`src/rtl/orao_tap_player.sv`:
```
// TAP cassette player: buffers hps_io download bytes in a small FIFO and replays
// them LSB first as a square-wave tape signal timed by the 1 MHz enable.
module orao_tap_player #(
  parameter int FIFO_AW     = 4,
  parameter int HALF0       = 416,
  parameter int HALF1       = 208,
  parameter int LEADER_BITS = 256
) (
  input  logic       clk_sys,
  input  logic       reset_n,
  input  logic       ce_1m,
  input  logic       ioctl_download,
  input  logic [7:0] ioctl_index,
  input  logic       ioctl_wr,
  input  logic [7:0] ioctl_dout,
  output logic       ioctl_wait,
  output logic       tape_out,
  output logic       busy,
  output logic       overflow
);
  localparam int DEPTH = 1 << FIFO_AW;
  localparam int CW    = FIFO_AW + 1;
  localparam int LW    = $clog2(LEADER_BITS + 1);
  localparam logic [CW-1:0] FULL_LVL = CW'(DEPTH);
  localparam logic [CW-1:0] WAIT_LVL = CW'(DEPTH - 1);

  typedef enum logic [2:0] {S_IDLE, S_LEADER, S_LOAD, S_HI, S_LO} state_t;

  state_t             state_q;
  logic [7:0]         mem_q [DEPTH];
  logic [FIFO_AW-1:0] wr_ptr_q, rd_ptr_q;
  logic [CW-1:0]      count_q, count_d;
  logic               sel_q, overflow_q, tape_q;
  logic [9:0]         tick_q;
  logic [LW-1:0]      lead_q;
  logic [7:0]         sh_q;
  logic [2:0]         bitcnt_q;

  logic       sel, start, push, pop, shift, full, empty;
  logic [7:0] head;

  function automatic logic [9:0] half_ticks(input logic b);
    return b ? 10'(HALF1 - 1) : 10'(HALF0 - 1);
  endfunction

  assign sel   = ioctl_download & (ioctl_index == 8'h01);
  assign start = sel & ~sel_q;
  assign full  = (count_q == FULL_LVL);
  assign empty = (count_q == '0);
  assign head  = mem_q[rd_ptr_q];
  // A restart flush takes priority over any push or pop in the same cycle.
  assign push  = ioctl_wr & sel & ~full & ~start;
  assign pop   = ce_1m & (state_q == S_LOAD) & ~empty & ~start;
  assign shift = ce_1m & ~start & (state_q == S_LO) & (tick_q == '0) & (bitcnt_q != 3'd7);

  always_comb begin
    count_d = count_q;
    if (push && !pop)      count_d = count_q + CW'(1);
    else if (pop && !push) count_d = count_q - CW'(1);
  end

  always_ff @(posedge clk_sys) begin
    if (push) mem_q[wr_ptr_q] <= ioctl_dout;
    if (pop)        sh_q <= head;
    else if (shift) sh_q <= sh_q >> 1;
  end

  always_ff @(posedge clk_sys or negedge reset_n) begin
    if (!reset_n) begin
      state_q    <= S_IDLE;
      sel_q      <= 1'b0;
      wr_ptr_q   <= '0;
      rd_ptr_q   <= '0;
      count_q    <= '0;
      overflow_q <= 1'b0;
      tape_q     <= 1'b0;
      tick_q     <= '0;
      lead_q     <= '0;
      bitcnt_q   <= '0;
    end else begin
      sel_q <= sel;
      if (start) begin
        wr_ptr_q   <= '0;
        rd_ptr_q   <= '0;
        count_q    <= '0;
        overflow_q <= 1'b0;
        state_q    <= S_LEADER;
        tape_q     <= 1'b0;
        tick_q     <= '0;
        lead_q     <= LW'(LEADER_BITS);
      end else begin
        count_q <= count_d;
        if (push) wr_ptr_q <= wr_ptr_q + FIFO_AW'(1);
        if (pop)  rd_ptr_q <= rd_ptr_q + FIFO_AW'(1);
        if (ioctl_wr && sel && full) overflow_q <= 1'b1;
        if (ce_1m) begin
          // The last low half leaves one tick early so the LOAD step
          // lands on the next cell's rising edge with no gap.
          case (state_q)
            S_LEADER: begin
              if (!tape_q && lead_q == '0 && tick_q == 10'd1) state_q <= S_LOAD;
              else if (tick_q != '0) tick_q <= tick_q - 10'd1;
              else if (tape_q) begin
                tape_q <= 1'b0;
                tick_q <= half_ticks(1'b1);
              end else begin
                tape_q <= 1'b1;
                tick_q <= half_ticks(1'b1);
                lead_q <= lead_q - LW'(1);
              end
            end
            S_LOAD: begin
              if (!empty) begin
                state_q  <= S_HI;
                tape_q   <= 1'b1;
                tick_q   <= half_ticks(head[0]);
                bitcnt_q <= '0;
              end else if (!ioctl_download) begin
                state_q <= S_IDLE;
              end else begin
                tape_q <= 1'b0;
              end
            end
            S_HI: begin
              if (tick_q != '0) tick_q <= tick_q - 10'd1;
              else begin
                state_q <= S_LO;
                tape_q  <= 1'b0;
                tick_q  <= half_ticks(sh_q[0]);
              end
            end
            S_LO: begin
              if (bitcnt_q == 3'd7 && tick_q == 10'd1) state_q <= S_LOAD;
              else if (tick_q != '0) tick_q <= tick_q - 10'd1;
              else begin
                state_q  <= S_HI;
                tape_q   <= 1'b1;
                tick_q   <= half_ticks(sh_q[1]);
                bitcnt_q <= bitcnt_q + 3'd1;
              end
            end
            default: begin
              state_q <= S_IDLE;
              tape_q  <= 1'b0;
            end
          endcase
        end
      end
    end
  end

  assign ioctl_wait = (count_q >= WAIT_LVL) | ((state_q == S_IDLE) & sel);
  assign tape_out   = tape_q;
  assign busy       = (state_q != S_IDLE);
  assign overflow   = overflow_q;
endmodule

```
`config.mk`:
```
export PLATFORM = sky130hd
export DESIGN_NAME = orao_tap_player
export DESIGN_NICKNAME = d
export VERILOG_FILES = /design/src/rtl/orao_tap_player.sv
export SDC_FILE = /design/constraint.sdc
export NUM_CORES = 1
export LEC_CHECK = 0
export CORE_AREA = 2 2 137 139
export DETAILED_ROUTE_END_ITERATION = 6
export DIE_AREA = 0 0 139 141
export GPL_ROUTABILITY_DRIVEN = 0
export SYNTH_ARGS = -nofsm -noshare
export SYNTH_HDL_FRONTEND = slang
export SYNTH_SLANG_ARGS = --single-unit
```
`constraint.sdc`:
```
create_clock -name clk_sys -period 5.9 [get_ports clk_sys]
set_input_delay 1.18 -clock clk_sys [delete_from_list [all_inputs] [get_ports clk_sys]]
set_output_delay 1.18 -clock clk_sys [all_outputs]
set_load 0.02 [all_outputs]
```
==> flow_summary.yaml <==
outcome:
  status: "finished, final reports clean"
routing:
  detail_route.wl_per_cell_um: 19.82
  num_vias: 4490
  detail_route.iter0.violations: 351
  drcViolationCount: 0
  post_drt_via_cell_ratio: 5.712
  antenna_left: 0
  final_wirelength_um: 15580
  first_pass_iters: 5
grt:
  grt_use_met2_pct: 28.08
  grt_start_max_net_pins: 42
  use_met3_pct: 3.804
  grt_first_pass_wirelength_um: 25470
  globalRouteMet1Util_pct: 22.36
  antenna_found_initial: 0
  grt.busiest_layer: "met2"
  globalRouteOverflowTotal: 0
  global_route.usage.total_pct: 16.88
  grt_pass1_vias: 4542
logic_synthesis:
  post_synth_num_cell_types: 68
  most_used_flip_flop_cell_after_synthesis: "sky130_fd_sc_hd__edfxtp_1"
  yosysWarnings: 0
  syn-mean-instance-area_um2: 15.52
  share_of_flip_flops_with_an_asynchronous_set_or_reset_after_synthesis_pct: 23.16
  synth_fp_nets: 551
  netlist_area_um2: 7978
  synth-edff-count: 136
  syn-instance-count: 514
  yosys_register_bits: 177
  sequential_fraction_of_the_synthesis_area_pct: 64.05
sta:
  post-route-period-util_pct: 76.37
  timing.final.hold_violations: 0
  setup_viol: 0
  max_slew_margin_pct: 35.23
  final.setup_skew_ns: 0.01507
  final_max_tran_viols: 0
  setup-tns-final_ns: 0
  clock.fmax_mhz: 221.9
  rsz0062_at_grt: "false"
  worst-slew-pin-transition_ns: 0.9715
  post-route-min-period_ns: 4.506
  worst_hold_slack_ns: 0.5144
worst_setup_path:
  timing.critical_path.fanout_max: 10
  timing.critical_path.slowest_cell_delay_ns: 0.58
  cp_launch_type: "primary input"
  worstPathArrival_ns: 4.82
  critical_path.top_delay_family: "simple AND/OR/NAND/NOR gates"
  crit_buf_inv: 1
  critPathKind: "in2reg"
  crit_path_frequent_cell: "sky130_fd_sc_hd__and3_1"
  kind_of_end_point_of_the_critical_path: "flip-flop"
  critical_path.slowest_cell: "sky130_fd_sc_hd__or4_4"
  required_ns: 6.22
  critical_path.cell_chain: "clkdlybuf4s50_1, or4_4, nor3_4, and3_1, nand3_1, fa_1, a21o_1, a21oi_1, xor2_1, and3_1, or3_1, and3_1"
place:
  total_of_buffers_placed_on_input_and_output_ports: 24
  detailed_place_hpwl_um: 10330
  dp_cells: 755
floorplanning:
  die_height_um: 141
  floorplan.core_area_um2: 18270
  site_rows: 50
  floorplan.die_area_um2: 19600
  boundaryPins: 25
  floorplan.initialDensity_pct: 43.67
  horizontal_die_dimension_um: 139
cells_and_area:
  final_cell_count_no_fill: 786
  areaGrowthSynthToFinish_pct: 12.91
  nNetsFinal: 577
  fraction_of_layout_instances_using_a_drive_strength_above_1_pct: 18.12
  num_antenna_cells: 0
clock_network:
  max-clock-path-buffers: 2
  postCtsHoldBufs: 0
  numCtsBuffers: 17
  clock_sink_count: 177
  htreeDepth: 4
  cts_resized: 0
  cts_tree: "built"
  clkLatencyLatePin_ns: 0.43
  worst_setup_hold_path_clk_slew_ns: 0.07
  cts_post_setup_buffers_inserted: 0
  clockRootBuffer: "sky130_fd_sc_hd__clkbuf_16"
pwr:
  power_switching_share_pct: 24.07
  power.share.clock_pct: 41.3
  power.sequential.fraction_pct: 52.7
  peak_ir_drop_on_the_vdd_network_mv: 0.2074
  combPwrFrac_pct: 6.1
  powerDensity_nw_per_um2: 290.9
  net-switching-power_uw: 630.7
  p_leak_uw: 0.003108
  internal-power_uw: 1990
worst_hold_path:
  timing.hold.worst.class: "reg2reg"
run:
  maxCapViolCount: 0
-- cells by family (layout without fill, tap and decap cells) --
| kind of cell | Yosys count | after routing | share of synthesized area (%) |
|---|---|---|---|
| compound gates | 67 | 67 | 5.913 |
| xor+xnor | 21 | 21 | 2.400 |
| fa+ha+maj | 16 | 16 | 2.604 |
| buf+inv | 36 | 74 | 1.960 |
| flops | 177 | 177 | 64.05 |
| mux | 52 | 52 | 12.44 |
| simple gates | 145 | 145 | 10.63 |
-- per-layer routing --
layer | routed length, µm | vias to the layer above | part of all wire, %
met5 | 0 | - | 0
met4 | 215 | 0 | 1.4
met3 | 607 | 22 | 3.9
met2 | 7657 | 106 | 49
met1 | 7098 | 2309 | 46
li1 | - | 2053 | -
-- Yosys cell counts, types with 6 or more instances --
library cell	instances	area [µm²]
sky130_fd_sc_hd__nor2_1	35	131.4
sky130_fd_sc_hd__dfrtp_1	41	1026
sky130_fd_sc_hd__edfxtp_1	136	4084
sky130_fd_sc_hd__nand3_1	11	55.05
sky130_fd_sc_hd__inv_1	14	52.55
sky130_fd_sc_hd__ha_1	15	187.7
sky130_fd_sc_hd__mux2_2	7	78.83
sky130_fd_sc_hd__xor2_1	13	113.9
sky130_fd_sc_hd__a21oi_1	12	60.06
sky130_fd_sc_hd__nand2_1	23	86.33
sky130_fd_sc_hd__o211ai_1	6	45.04
sky130_fd_sc_hd__nor3_1	9	45.04
sky130_fd_sc_hd__and2_1	18	112.6
sky130_fd_sc_hd__xnor2_1	7	61.31
sky130_fd_sc_hd__mux2i_1	8	80.08
sky130_fd_sc_hd__o21ai_0	14	70.07
sky130_fd_sc_hd__clkbuf_1	10	37.54
sky130_fd_sc_hd__mux4_2	37	833.3
sky130_fd_sc_hd__buf_2	8	40.04
-- power groups by stage --
stage	Sequential (µW)	Clock (µW)	Combinational, µW
6_report	1380	1080	160
5_1_grt	1380	1160	177
4_1_cts	1380	1110	160
3_5_place_dp	1410	0	160
3_3_place_gp	1410	0	157
2_1_floorplan	1400	0	111
-- cell usage in the layout (no fill, tap or decap), drive strengths merged, types with 5 or more instances in the layout --
cell,n
edfxtp,136
dfrtp,41
mux4,37
nor2,36
nand2,24
inv,24
clkdlybuf4s50,23
and2,18
clkbuf,17
ha,15
o21ai,15
xor2,13
a21oi,13
nand3,11
nor3,10
nor3b,9
mux2i,8
xnor2,8
mux2,7
o211ai,6
nor4,6
and3,5
nand4,5
a211oi,5
buf,5
-- sequential cells by signal, indices dropped and copies added (netlist names) --
signal,count
mem_q,128
sh_q,8
wr_ptr_q,4
tape_out,1
count_q,5
rd_ptr_q,4
bitcnt_q,3
sel_q,1
state_q,3
lead_q,9
overflow,1
tick_q,10
-- cell type report --
class | count | area (µm²)
multi-input cells | 301 | 2720
well taps | 234 | 292.8
clock buffers | 17 | 425.4
inverters | 15 | 56.30
fillers | 1522 | 9260
repair buffers | 28 | 265.3
flip-flops and latches | 177 | 5111
clock inverters | 14 | 136.4
-- path summary, 6_finish.rpt --
check | startpoint | slack, ns | end | depth (start not counted)
max in group asynchronous | reset_n | 4.33 | rd_ptr_q[0] | 1
worst min register to register | bitcnt_q[2] | 0.51 | bitcnt_q[2] | 1
worst max-delay path | ioctl_index[3] | 1.39 | count_q[4] | 12
worst max register to register | state_q[1] | 2.48 | count_q[4] | 11
min in group asynchronous | reset_n | 0.90 | lead_q[5] | 1
worst min-delay path | bitcnt_q[2] | 0.51 | bitcnt_q[2] | 1
-- per-stage QoR --
step / cell area, µm² / total power, µW / worst slack, ns / util (%)
final: 9007 / 2620 / 1.394 / 49.31
after global routing: 9007 / 2715 / 1.134 / 49.31
after CTS: 9007 / 2649 / 1.429 / 49.31
after detailed placement: 8446 / 1566 / 0.9657 / 46.23
after global placement: 8446 / 1562 / 1.083 / 46.23
after floorplan: 7978 / 1509 / 1.803 / -
(Power assumes the default switching activity.)
